`src/rtl/pcie_pkg.sv`:
```
// pcie_pkg: shared constants and FSM state encoding for the pcie_recv receive path
package pcie_pkg;
    localparam int DATA_W = 6;
    localparam int LANE_DEPTH = 4;
    localparam logic [2:0] UMBRAL_DEFAULT = 3'd3;
    typedef enum logic [2:0] {
        ST_RESET,
        ST_INIT,
        ST_IDLE,
        ST_ACTIVE,
        ST_ERROR
    } state_t;
endpackage

```
`src/rtl/pcie_recv_rx_lane_fifo.sv`:
```
// rx_lane_fifo: 4-deep lane buffer with occupancy count and almost-full pause compare
module rx_lane_fifo
    import pcie_pkg::*;
(
    input  logic              clk,
    input  logic              reset,
    input  logic              i_push,
    input  logic              i_pop,
    input  logic [DATA_W-1:0] i_data,
    input  logic [2:0]        i_umbral,
    output logic [DATA_W-1:0] o_data,
    output logic              o_full,
    output logic              o_empty,
    output logic              o_pausa
);
    logic [DATA_W-1:0] r_mem [LANE_DEPTH];
    logic [1:0]        r_wr_ptr;
    logic [1:0]        r_rd_ptr;
    logic [2:0]        r_count;
    logic              w_wr;
    logic              w_rd;

    assign o_full  = r_count == 3'(LANE_DEPTH);
    assign o_empty = r_count == 3'd0;
    assign o_pausa = r_count >= i_umbral;
    assign o_data  = r_mem[r_rd_ptr];
    assign w_rd    = i_pop && !o_empty;
    // a simultaneous read frees the slot, so a full lane may still accept
    assign w_wr    = i_push && (!o_full || w_rd);

    always_ff @(posedge clk) begin
        if (w_wr)
            r_mem[r_wr_ptr] <= i_data;
    end

    always_ff @(posedge clk or posedge reset) begin
        if (reset) begin
            r_wr_ptr <= 2'd0;
            r_rd_ptr <= 2'd0;
            r_count  <= 3'd0;
        end else begin
            if (w_wr)
                r_wr_ptr <= r_wr_ptr + 2'd1;
            if (w_rd)
                r_rd_ptr <= r_rd_ptr + 2'd1;
            r_count <= r_count + {2'b0, w_wr} - {2'b0, w_rd};
        end
    end
endmodule

```
`src/rtl/pcie_recv.sv`:
```
// pcie_recv: two-lane receive buffer with round-robin merge, registered output and control FSM
module pcie_recv
    import pcie_pkg::*;
(
    input  logic              clk,
    input  logic              reset,
    input  logic              init,
    input  logic [2:0]        umbral,
    input  logic [DATA_W-1:0] data_in0,
    input  logic [DATA_W-1:0] data_in1,
    input  logic              push0,
    input  logic              push1,
    input  logic              pop,
    output logic [DATA_W-1:0] data_out,
    output logic              valid_out,
    output logic              pausa0,
    output logic              pausa1,
    output logic              active_out,
    output logic              idle_out,
    output logic              error_out,
    output logic [1:0]        error_id
);
    state_t            r_state;
    state_t            w_next;
    logic [2:0]        r_umbral;
    logic              r_last;
    logic [DATA_W-1:0] r_data;
    logic              r_valid;
    logic              r_active;
    logic              r_idle;
    logic              r_error;
    logic [1:0]        r_error_id;
    logic              w_push_en;
    logic              w_pop_en;
    logic              w_pop0;
    logic              w_pop1;
    logic              w_full0;
    logic              w_full1;
    logic              w_empty0;
    logic              w_empty1;
    logic [DATA_W-1:0] w_head0;
    logic [DATA_W-1:0] w_head1;
    logic [1:0]        w_ovf;

    assign w_push_en = r_state == ST_INIT || r_state == ST_IDLE || r_state == ST_ACTIVE;
    assign w_pop_en  = pop && (r_state == ST_IDLE || r_state == ST_ACTIVE);
    // r_last names the lane served most recently; the other lane wins a tie
    assign w_pop0    = w_pop_en && !w_empty0 && (w_empty1 || r_last);
    assign w_pop1    = w_pop_en && !w_empty1 && (w_empty0 || !r_last);
    assign w_ovf[0]  = w_push_en && push0 && w_full0 && !w_pop0;
    assign w_ovf[1]  = w_push_en && push1 && w_full1 && !w_pop1;

    rx_lane_fifo u_lane0 (
        .clk      (clk),
        .reset    (reset),
        .i_push   (w_push_en && push0),
        .i_pop    (w_pop0),
        .i_data   (data_in0),
        .i_umbral (r_umbral),
        .o_data   (w_head0),
        .o_full   (w_full0),
        .o_empty  (w_empty0),
        .o_pausa  (pausa0)
    );

    rx_lane_fifo u_lane1 (
        .clk      (clk),
        .reset    (reset),
        .i_push   (w_push_en && push1),
        .i_pop    (w_pop1),
        .i_data   (data_in1),
        .i_umbral (r_umbral),
        .o_data   (w_head1),
        .o_full   (w_full1),
        .o_empty  (w_empty1),
        .o_pausa  (pausa1)
    );

    always_comb begin
        w_next = r_state;
        if (r_state == ST_RESET)
            w_next = ST_INIT;
        else if (r_state != ST_ERROR) begin
            if (|w_ovf)
                w_next = ST_ERROR;
            else if (init)
                w_next = ST_INIT;
            else if (r_state == ST_INIT)
                w_next = ST_IDLE;
            else if (r_state == ST_IDLE && !(w_empty0 && w_empty1))
                w_next = ST_ACTIVE;
            else if (r_state == ST_ACTIVE && w_empty0 && w_empty1 && !r_valid)
                w_next = ST_IDLE;
        end
    end

    always_ff @(posedge clk or posedge reset) begin
        if (reset) begin
            r_state    <= ST_RESET;
            r_umbral   <= UMBRAL_DEFAULT;
            r_last     <= 1'b1;
            r_data     <= '0;
            r_valid    <= 1'b0;
            r_active   <= 1'b0;
            r_idle     <= 1'b0;
            r_error    <= 1'b0;
            r_error_id <= 2'b00;
        end else begin
            r_state    <= w_next;
            r_active   <= w_next == ST_ACTIVE;
            r_idle     <= w_next == ST_IDLE;
            r_error    <= w_next == ST_ERROR;
            r_error_id <= r_error_id | w_ovf;
            r_valid    <= w_pop0 || w_pop1;
            if (r_state == ST_INIT)
                r_umbral <= umbral;
            if (w_pop0 || w_pop1) begin
                r_data <= w_pop0 ? w_head0 : w_head1;
                r_last <= w_pop1;
            end
        end
    end

    assign data_out   = r_data;
    assign valid_out  = r_valid;
    assign active_out = r_active;
    assign idle_out   = r_idle;
    assign error_out  = r_error;
    assign error_id   = r_error_id;
endmodule
```
`config.mk`:
```
export PLATFORM = sky130hd
export DESIGN_NAME = pcie_recv
export DESIGN_NICKNAME = d
export VERILOG_FILES = /design/src/rtl/pcie_pkg.sv /design/src/rtl/pcie_recv_rx_lane_fifo.sv /design/src/rtl/pcie_recv.sv
export SDC_FILE = /design/constraint.sdc
export NUM_CORES = 1
export LEC_CHECK = 0
export CAP_MARGIN = 20
export CORE_MARGIN = 3
export CORE_UTILIZATION = 57
export DETAILED_ROUTE_END_ITERATION = 16
export PLACE_DENSITY_LB_ADDON = 0.3
export SETUP_SLACK_MARGIN = 0.4
export SYNTH_ARGS = -nofsm -noshare
export SYNTH_HDL_FRONTEND = slang
export SYNTH_SLANG_ARGS = --single-unit
```
`constraint.sdc`:
```
create_clock -name clk -period 2.8 [get_ports clk]
set_input_delay 0.56 -clock clk [delete_from_list [all_inputs] [get_ports clk]]
set_output_delay 0.56 -clock clk [all_outputs]
set_load 0.02 [all_outputs]
```
# Word-level counts from Yosys, hierarchy flattened
# Memory sizes are Yosys's and may differ from the RTL's.
# Index checks and enable logic that the tools add are counted.
# word_totals
reg_bits	33
mem_bits_rw	48
in_bits	21
out_inout_bits	14
word_cells	90
mem_count	2
# mem_list
name	depth	word_bits	read_ports	rd_ports_with_merged_regs	wr	line_no	text
u_lane0.r_mem	4	6	1	0	1	pcie_recv_rx_lane_fifo.sv:16	logic [DATA_W-1:0] r_mem [LANE_DEPTH];
u_lane1.r_mem	4	6	1	0	1	pcie_recv_rx_lane_fifo.sv:16	
# classes
n_addsub	8
magnitude_cmp	2
eq_ne	9
n_mux	12
bitwise_logic	1
reduce_logical	41
# ops
operator	n
3-bit 2-to-1 mux	7
1-bit logical AND	20
3-bit by 2-bit equality test with 1-bit output, second input constant	4
3-bit equality test, second input constant	3
1-bit logical NOT	9
3-bit logical NOT	3
2-bit by 1-bit adder with 2-bit output, second input constant	4
1-bit logical OR	8
3-bit by 1-bit adder with 3-bit output	2
3-bit greater-or-equal comparator	2
6-bit 2-to-1 mux	1
3-bit by 1-bit subtractor with 3-bit output	2
1-bit 2-to-1 mux	4
3-bit by 1-bit equality test with 1-bit output, second input constant	1
3-bit != test, second input constant	1
2-bit bitwise OR	1
2-bit OR reduction	1

# Logic depth before layout (Yosys ltp)
# depth
word_depth	12
depth_mapped	11

# Cells and area by module
# Synthesis repeated with hierarchy kept, for this count alone.
# unflattened
cells_unflattened	234
hier_area_um2	3658.5
# modules_own_cells
module	instances	cells_each	area_each_um2	seq_area_each_um2
rx_lane_fifo	2	77	1366.3	895.9
pcie_recv	1	80	925.9	479.2

# Least setup slack after synthesis
# No wires, ideal clock.
# synth_timing
path_kind	reg2reg
start	register u_lane1.r_count[2]
end	register u_lane0.r_count[2]
setup_time_ps	125
arrival_ps	2263
path_slack_ps	413
stages_incl_launch_ff	11
n_path_buf	1
cell_sequence	dfrtp_1 or3_4 a211o_1 buf_6 inv_1 ha_1 inv_1 ha_1 fa_1 xor2_1 xnor2_1
# synth_via
elab_chain_len	8
# synth_rtl
item	line_no	text
start: declaration	pcie_recv_rx_lane_fifo.sv:19	logic [2:0] r_count;
start signal: assignment	pcie_recv_rx_lane_fifo.sv:46	r_count <= r_count + {2'b0, w_wr} - {2'b0, w_rd};
3-bit logical NOT (*)	pcie_recv_rx_lane_fifo.sv:24	assign o_empty = r_count == 3'd0;
1-bit logical OR (*)	pcie_recv.sv:48	assign w_pop0 = w_pop_en && !w_empty0 && (w_empty1 || r_last);
1-bit logical AND (*)	pcie_recv.sv:48	
1-bit logical AND (*)	pcie_recv_rx_lane_fifo.sv:27	assign w_rd = i_pop && !o_empty;
1-bit logical OR	pcie_recv_rx_lane_fifo.sv:29	assign w_wr = i_push && (!o_full || w_rd);
1-bit logical AND	pcie_recv_rx_lane_fifo.sv:29	
3-bit by 1-bit adder with 3-bit output	pcie_recv_rx_lane_fifo.sv:46	
3-bit by 1-bit subtractor with 3-bit output (*)	pcie_recv_rx_lane_fifo.sv:46	
end signal: assignment	pcie_recv_rx_lane_fifo.sv:46	
end: declaration	pcie_recv_rx_lane_fifo.sv:19	
# Mark *: on every way between the ends. The rest lies on a longest branch, timed or not.
# A chain may end at the register's enable or synchronous reset.

# Worst setup path after layout
# layout_timing
start	register u_lane1.r_count[0]
end	register u_lane0.r_count[2]
# The elaborated chain is that of the path after synthesis.

==> results by stage <==
Run status:
- The run finished with clean final reports.

Routing:
- After detailed routing, the average wire length per cell comes to 17.4 um.
- The detailed router finished its first iteration with 73 violations.
- The routed design has 6250 um of wire.
- The count of antenna-violating nets left after detailed routing is 0.
- Using the TritonRoute via totals, the vias-per-cell ratio works out to 5.52.
- The final routed DRC violation total is 0.
- For this run, the detailed router's first-pass iteration total came to 4.
- Summing over every cut layer, the via total after detailed routing is 1,982.

STA:
- On the final layout, the worst clock skew is 0.00550 ns.
- The maximum clock frequency is 430 MHz.
- Setup repair after global routing left no endpoint under its margin.
- The total of endpoints with negative setup slack in the final report is 0.
- In the final timing run, aggregate negative setup slack is 0 ns.
- The count of final max-slew check failures came to 0.
- The actual slew at the worst max-slew pin is 0.583 ns.
- The part of the cycle the worst path needs is 83.1%.
- The count of endpoints failing hold in the final timing report is 0.
- In this run the tightest slew margin relative to its limit is 61.1%.
- For the finished layout, the period the worst path requires is 2.33 ns.

Global routing:
- The first-pass GRT wire length is 10,200 um.
- In the global route stage, overall resource usage came out at 18.8%.
- The global-route congestion overflow total is 0.
- The initial antenna violation count was 0.
- The pin count of the biggest net entering global routing is 34.
- The number of global-route vias before repair was 2,084.

Worst setup path:
- The number of buffers and inverters on the critical path is 3.
- The stage delay of the slowest cell on the critical path is 0.39 ns.
- The data arrival time of the critical path is 2.56 ns.
- The maximum net fanout on the critical path is 3.
- The standard cell with the maximum stage delay on the critical path is sky130_fd_sc_hd__dfrtp_1.
- The element type at the critical path end is a flip-flop.
- The signal on the critical path passes through buf_4 -> or3_4 -> a211o_1 -> inv_1 -> ha_1 -> inv_1 -> ha_1 -> fa_2 -> xor2_1 -> xnor2_1.
- Data on the critical path is required at its endpoint by 3.03 ns.
- Across all register-to-register paths, the minimum setup slack is 0.47 ns.
- The worst setup path is launched from a flip-flop.
- The critical setup path kind is flip-flop to flip-flop.
- The dominant delay contributor by cell family on the critical path is adder cells.

Cells and area:
- The layout has 414 filler cells.
- The final net count is 320.
- 0 antenna diodes ended up in the layout.
- Summing all non-filler instances in the final layout gives an area of 4250 um2.
- The multi-input gate area in the final layout is 1220 um2.
- The share of final-layout standard cells stronger than drive strength 1 is 19.0%.
- The sequential cells in the finished layout cover a total of 2270 um2.
- The area growth from synthesis to final layout is 17.8%.

Power:
- The switching power share of the total is 34.9%.
- IR analysis of the VDD net gives a maximum drop of 0.527 mV.
- The power after layout is 0.00454 W.
- The sequential power share is 43.6%.
- The relative contribution of the clock network to total power is 18.2%.
- The share of total power in combinational logic is 38.3%.
- The reported net switching power is 0.00159 W.
- The ratio of total power to cell area is 1070 nW/um2.
- The analysis attributes to cell leakage a power of 1.69 nW.
- Internal power comes to 0.00295 W.

Die:
- The die is 85.6 um tall.
- Row generation in the floorplan step produced 28 rows.
- The die span in x is 85.6 um.
- The count of pins on the block boundary is 35.
- The initial standard-cell utilization of the core is 59.9%.
- The region available for standard cell placement spans 6030 um2.
- The die covers 7320 um2.

Placement:
- Buffers placed on the I/O ports in this run total 34.
- The final weighted congestion in routability-driven placement is 0.801.
- Summing all placed instances gives a cell area of 4060 um2.
- The half-perimeter wire length of the detailed placement result is 4470 um.

Clocking:
- The insertion delay to the later sink of the worst-skew pair is 0.35 ns.
- The TritonCTS buffer count is 9.
- TritonCTS built the clock tree.
- The number of H-tree levels is 3.
- CTS saw 81 sinks.
- The number of buffers inserted for hold repair after clock tree synthesis is 0.
- CTS placed an instance of sky130_fd_sc_hd__clkbuf_8 at the clock tree root.
- After clock tree synthesis, the clock-pin slew on the worst setup and hold paths is 0.08 ns.
- Counting along the longest clock path gives a buffer depth of 2.

Synth:
- The number of warnings printed during yosys synthesis is 0.
- The compound-gate portion of the synthesized area is 6.35%.
- Synthesis inferred 81 register bits.
- Of the total synthesized cell area, the portion taken by XOR and XNOR cells is 2.43%.
- The share of synthesized area spent on multiplexers is 10.4%.
- The synthesized netlist devotes 7.35% of its cell area to adder and majority cells.
- The fraction of the yosys area taken by sequential cells is 63.0%.
- Among all flip-flop cells after synthesis, the most frequent one is sky130_fd_sc_hd__edfxtp_1.
- Summing the areas of all and, or, nand and nor instances in the mapped netlist gives 6.97% of the synthesized area.
- The post-synthesis cell area is 3610 um2.
- The synthesized netlist contains 46 unique library cells.
- Dividing the synthesized area by the synthesized cell count gives 15.5 um2.
- Counting flops with a built-in enable in the synthesized netlist gives 48.
- The net count after synthesis is 273.
- By area, the combinational part of the netlist is dominated by multiplexers.
- The async set or reset register ratio after synthesis is 40.7%.
- The synthesized instance count is 232.

Flow run:
- The total of max-cap violations is 0.

Min path:
- The type of the most critical hold path is flip-flop to flip-flop.
==> layout make-up <==
type,instances,share of cell area (%)
clock buffers,11,3.09
clock inverters,5,1.30
inverters,20,1.77
multi-input cells,123,28.6
flip-flops and latches,81,53.5
well taps,75,2.21
repair buffers,44,9.54
==> metrics by stage <==
step / utilization, % / std cells / hold WS [ns] / setup slack (ns)
after floorplan: - / 232 / 0.479 / 0.413
after global placement: 67.3 / 342 / 0.449 / 0.224
after detailed placement: 67.3 / 342 / 0.457 / 0.160
after CTS: 70.4 / 359 / 0.477 / 0.425
after global routing: 70.5 / 359 / 0.483 / 0.412
final: 70.5 / 359 / 0.468 / 0.472
==> cell families (layout without fill, tap and decap cells) <==
| logic type | Yosys count | after routing |
|---|---|---|
| DFF | 81 | 81 |
| and+or+nand+nor | 42 | 42 |
| muxes | 22 | 22 |
| adders and majority gates | 20 | 20 |
| buffers and inverters | 28 | 80 |
| AOI/OAI and AO/OA | 29 | 29 |
| xor gates and xnor gates | 10 | 10 |
==> layer usage <==
layer | part of all wire [%] | global-route usage (%) | vias up
met5 | 0 | 0 | -
met4 | 3.5 | 10.4 | 0
met3 | 3.9 | 3.27 | 17
met2 | 50 | 31.0 | 47
met1 | 43 | 23.7 | 976
li1 | - | - | 942
==> power groups by stage <==
stage / Clock [W] / Sequential [W] / Combinational (W)
floorplan: 0 / 0.00193 / 0.00123
global placement: 0 / 0.00199 / 0.00169
detailed placement: 0 / 0.00201 / 0.00177
CTS: 0.000833 / 0.00198 / 0.00175
global route: 0.000883 / 0.00204 / 0.00193
finish: 0.000824 / 0.00198 / 0.00174
==> flip-flops by register name (all words and copies together) (netlist names), 2 cells and up <==
signal / cells
u_lane0.r_count: 3
u_lane1.r_count: 3
u_lane1.r_wr_ptr: 2
r_state: 3
u_lane1.r_mem: 24
data_out: 6
u_lane1.r_rd_ptr: 2
error_id: 2
u_lane0.r_wr_ptr: 2
u_lane0.r_rd_ptr: 2
u_lane0.r_mem: 24
r_umbral: 3
==> placed cells by master, fill, tap and decap left out, types with 6 or more instances in the layout <==
| cell | n |
|---|---|
| sky130_fd_sc_hd__xnor2_1 | 6 |
| sky130_fd_sc_hd__a21oi_1 | 9 |
| sky130_fd_sc_hd__mux4_2 | 12 |
| sky130_fd_sc_hd__clkbuf_8 | 9 |
| sky130_fd_sc_hd__nand2_1 | 7 |
| sky130_fd_sc_hd__nor2_1 | 7 |
| sky130_fd_sc_hd__dfrtp_1 | 30 |
| sky130_fd_sc_hd__and2_1 | 8 |
| sky130_fd_sc_hd__inv_1 | 20 |
| sky130_fd_sc_hd__clkdlybuf4s50_1 | 32 |
| sky130_fd_sc_hd__ha_1 | 18 |
| sky130_fd_sc_hd__edfxtp_1 | 48 |
| sky130_fd_sc_hd__buf_4 | 10 |
| sky130_fd_sc_hd__mux2i_1 | 6 |
==> Yosys cell counts (2+ instances only) <==
| master | instances | share of area [%] |
|---|---|---|
| sky130_fd_sc_hd__a21o_1 | 5 | 1.0 |
| sky130_fd_sc_hd__a21oi_1 | 9 | 1.2 |
| sky130_fd_sc_hd__and2_1 | 8 | 1.4 |
| sky130_fd_sc_hd__buf_1 | 2 | 0.21 |
| sky130_fd_sc_hd__buf_6 | 2 | 0.62 |
| sky130_fd_sc_hd__clkbuf_2 | 2 | 0.28 |
| sky130_fd_sc_hd__dfrtp_1 | 30 | 21 |
| sky130_fd_sc_hd__dfstp_2 | 3 | 2.2 |
| sky130_fd_sc_hd__edfxtp_1 | 48 | 40 |
| sky130_fd_sc_hd__fa_1 | 2 | 1.1 |
| sky130_fd_sc_hd__ha_1 | 18 | 6.2 |
| sky130_fd_sc_hd__inv_1 | 20 | 2.1 |
| sky130_fd_sc_hd__mux2_1 | 2 | 0.62 |
| sky130_fd_sc_hd__mux2_2 | 2 | 0.62 |
| sky130_fd_sc_hd__mux2i_1 | 6 | 1.7 |
| sky130_fd_sc_hd__mux4_2 | 12 | 7.5 |
| sky130_fd_sc_hd__nand2_1 | 7 | 0.73 |
| sky130_fd_sc_hd__nand2b_1 | 4 | 0.69 |
| sky130_fd_sc_hd__nand3_1 | 2 | 0.28 |
| sky130_fd_sc_hd__nor2_1 | 7 | 0.73 |
| sky130_fd_sc_hd__nor3_1 | 4 | 0.55 |
| sky130_fd_sc_hd__nor3b_1 | 3 | 0.62 |
| sky130_fd_sc_hd__o21ai_0 | 3 | 0.42 |
| sky130_fd_sc_hd__xnor2_1 | 6 | 1.5 |
| sky130_fd_sc_hd__xor2_1 | 4 | 0.97 |
==> path summary, 6_finish.rpt <==
kind,cells after the start,endpoint,startpoint
min in group asynchronous,3,error_id[1],reset
min reg2reg,1,error_id[1],error_id[1]
max in group asynchronous,3,r_last,reset
max,10,u_lane0.r_count[2],u_lane1.r_count[0]
min,1,error_id[1],error_id[1]
max reg2reg,10,u_lane0.r_count[2],u_lane1.r_count[0]
==> repair_timing <==
item | in CTS | in global routing
buffers inserted | 1 | 0
resized for setup | 8 | 2
hold endpoints to repair | 0 | 0
endpoints found under the setup margin | 2 | 3
pin swaps | 0 | 0
==> worst reg2reg max path, stage by stage, from the launching register on <==
cell and delay (ns):
sky130_fd_sc_hd__dfrtp_1 0.39, sky130_fd_sc_hd__buf_4 0.14, sky130_fd_sc_hd__or3_4 0.34, sky130_fd_sc_hd__a211o_1 0.32
sky130_fd_sc_hd__inv_1 0.06, sky130_fd_sc_hd__ha_1 0.11, sky130_fd_sc_hd__inv_1 0.04, sky130_fd_sc_hd__ha_1 0.20
sky130_fd_sc_hd__fa_2 0.34, sky130_fd_sc_hd__xor2_1 0.15, sky130_fd_sc_hd__xnor2_1 0.13
Note: power is estimated with default switching activity, not from simulation.
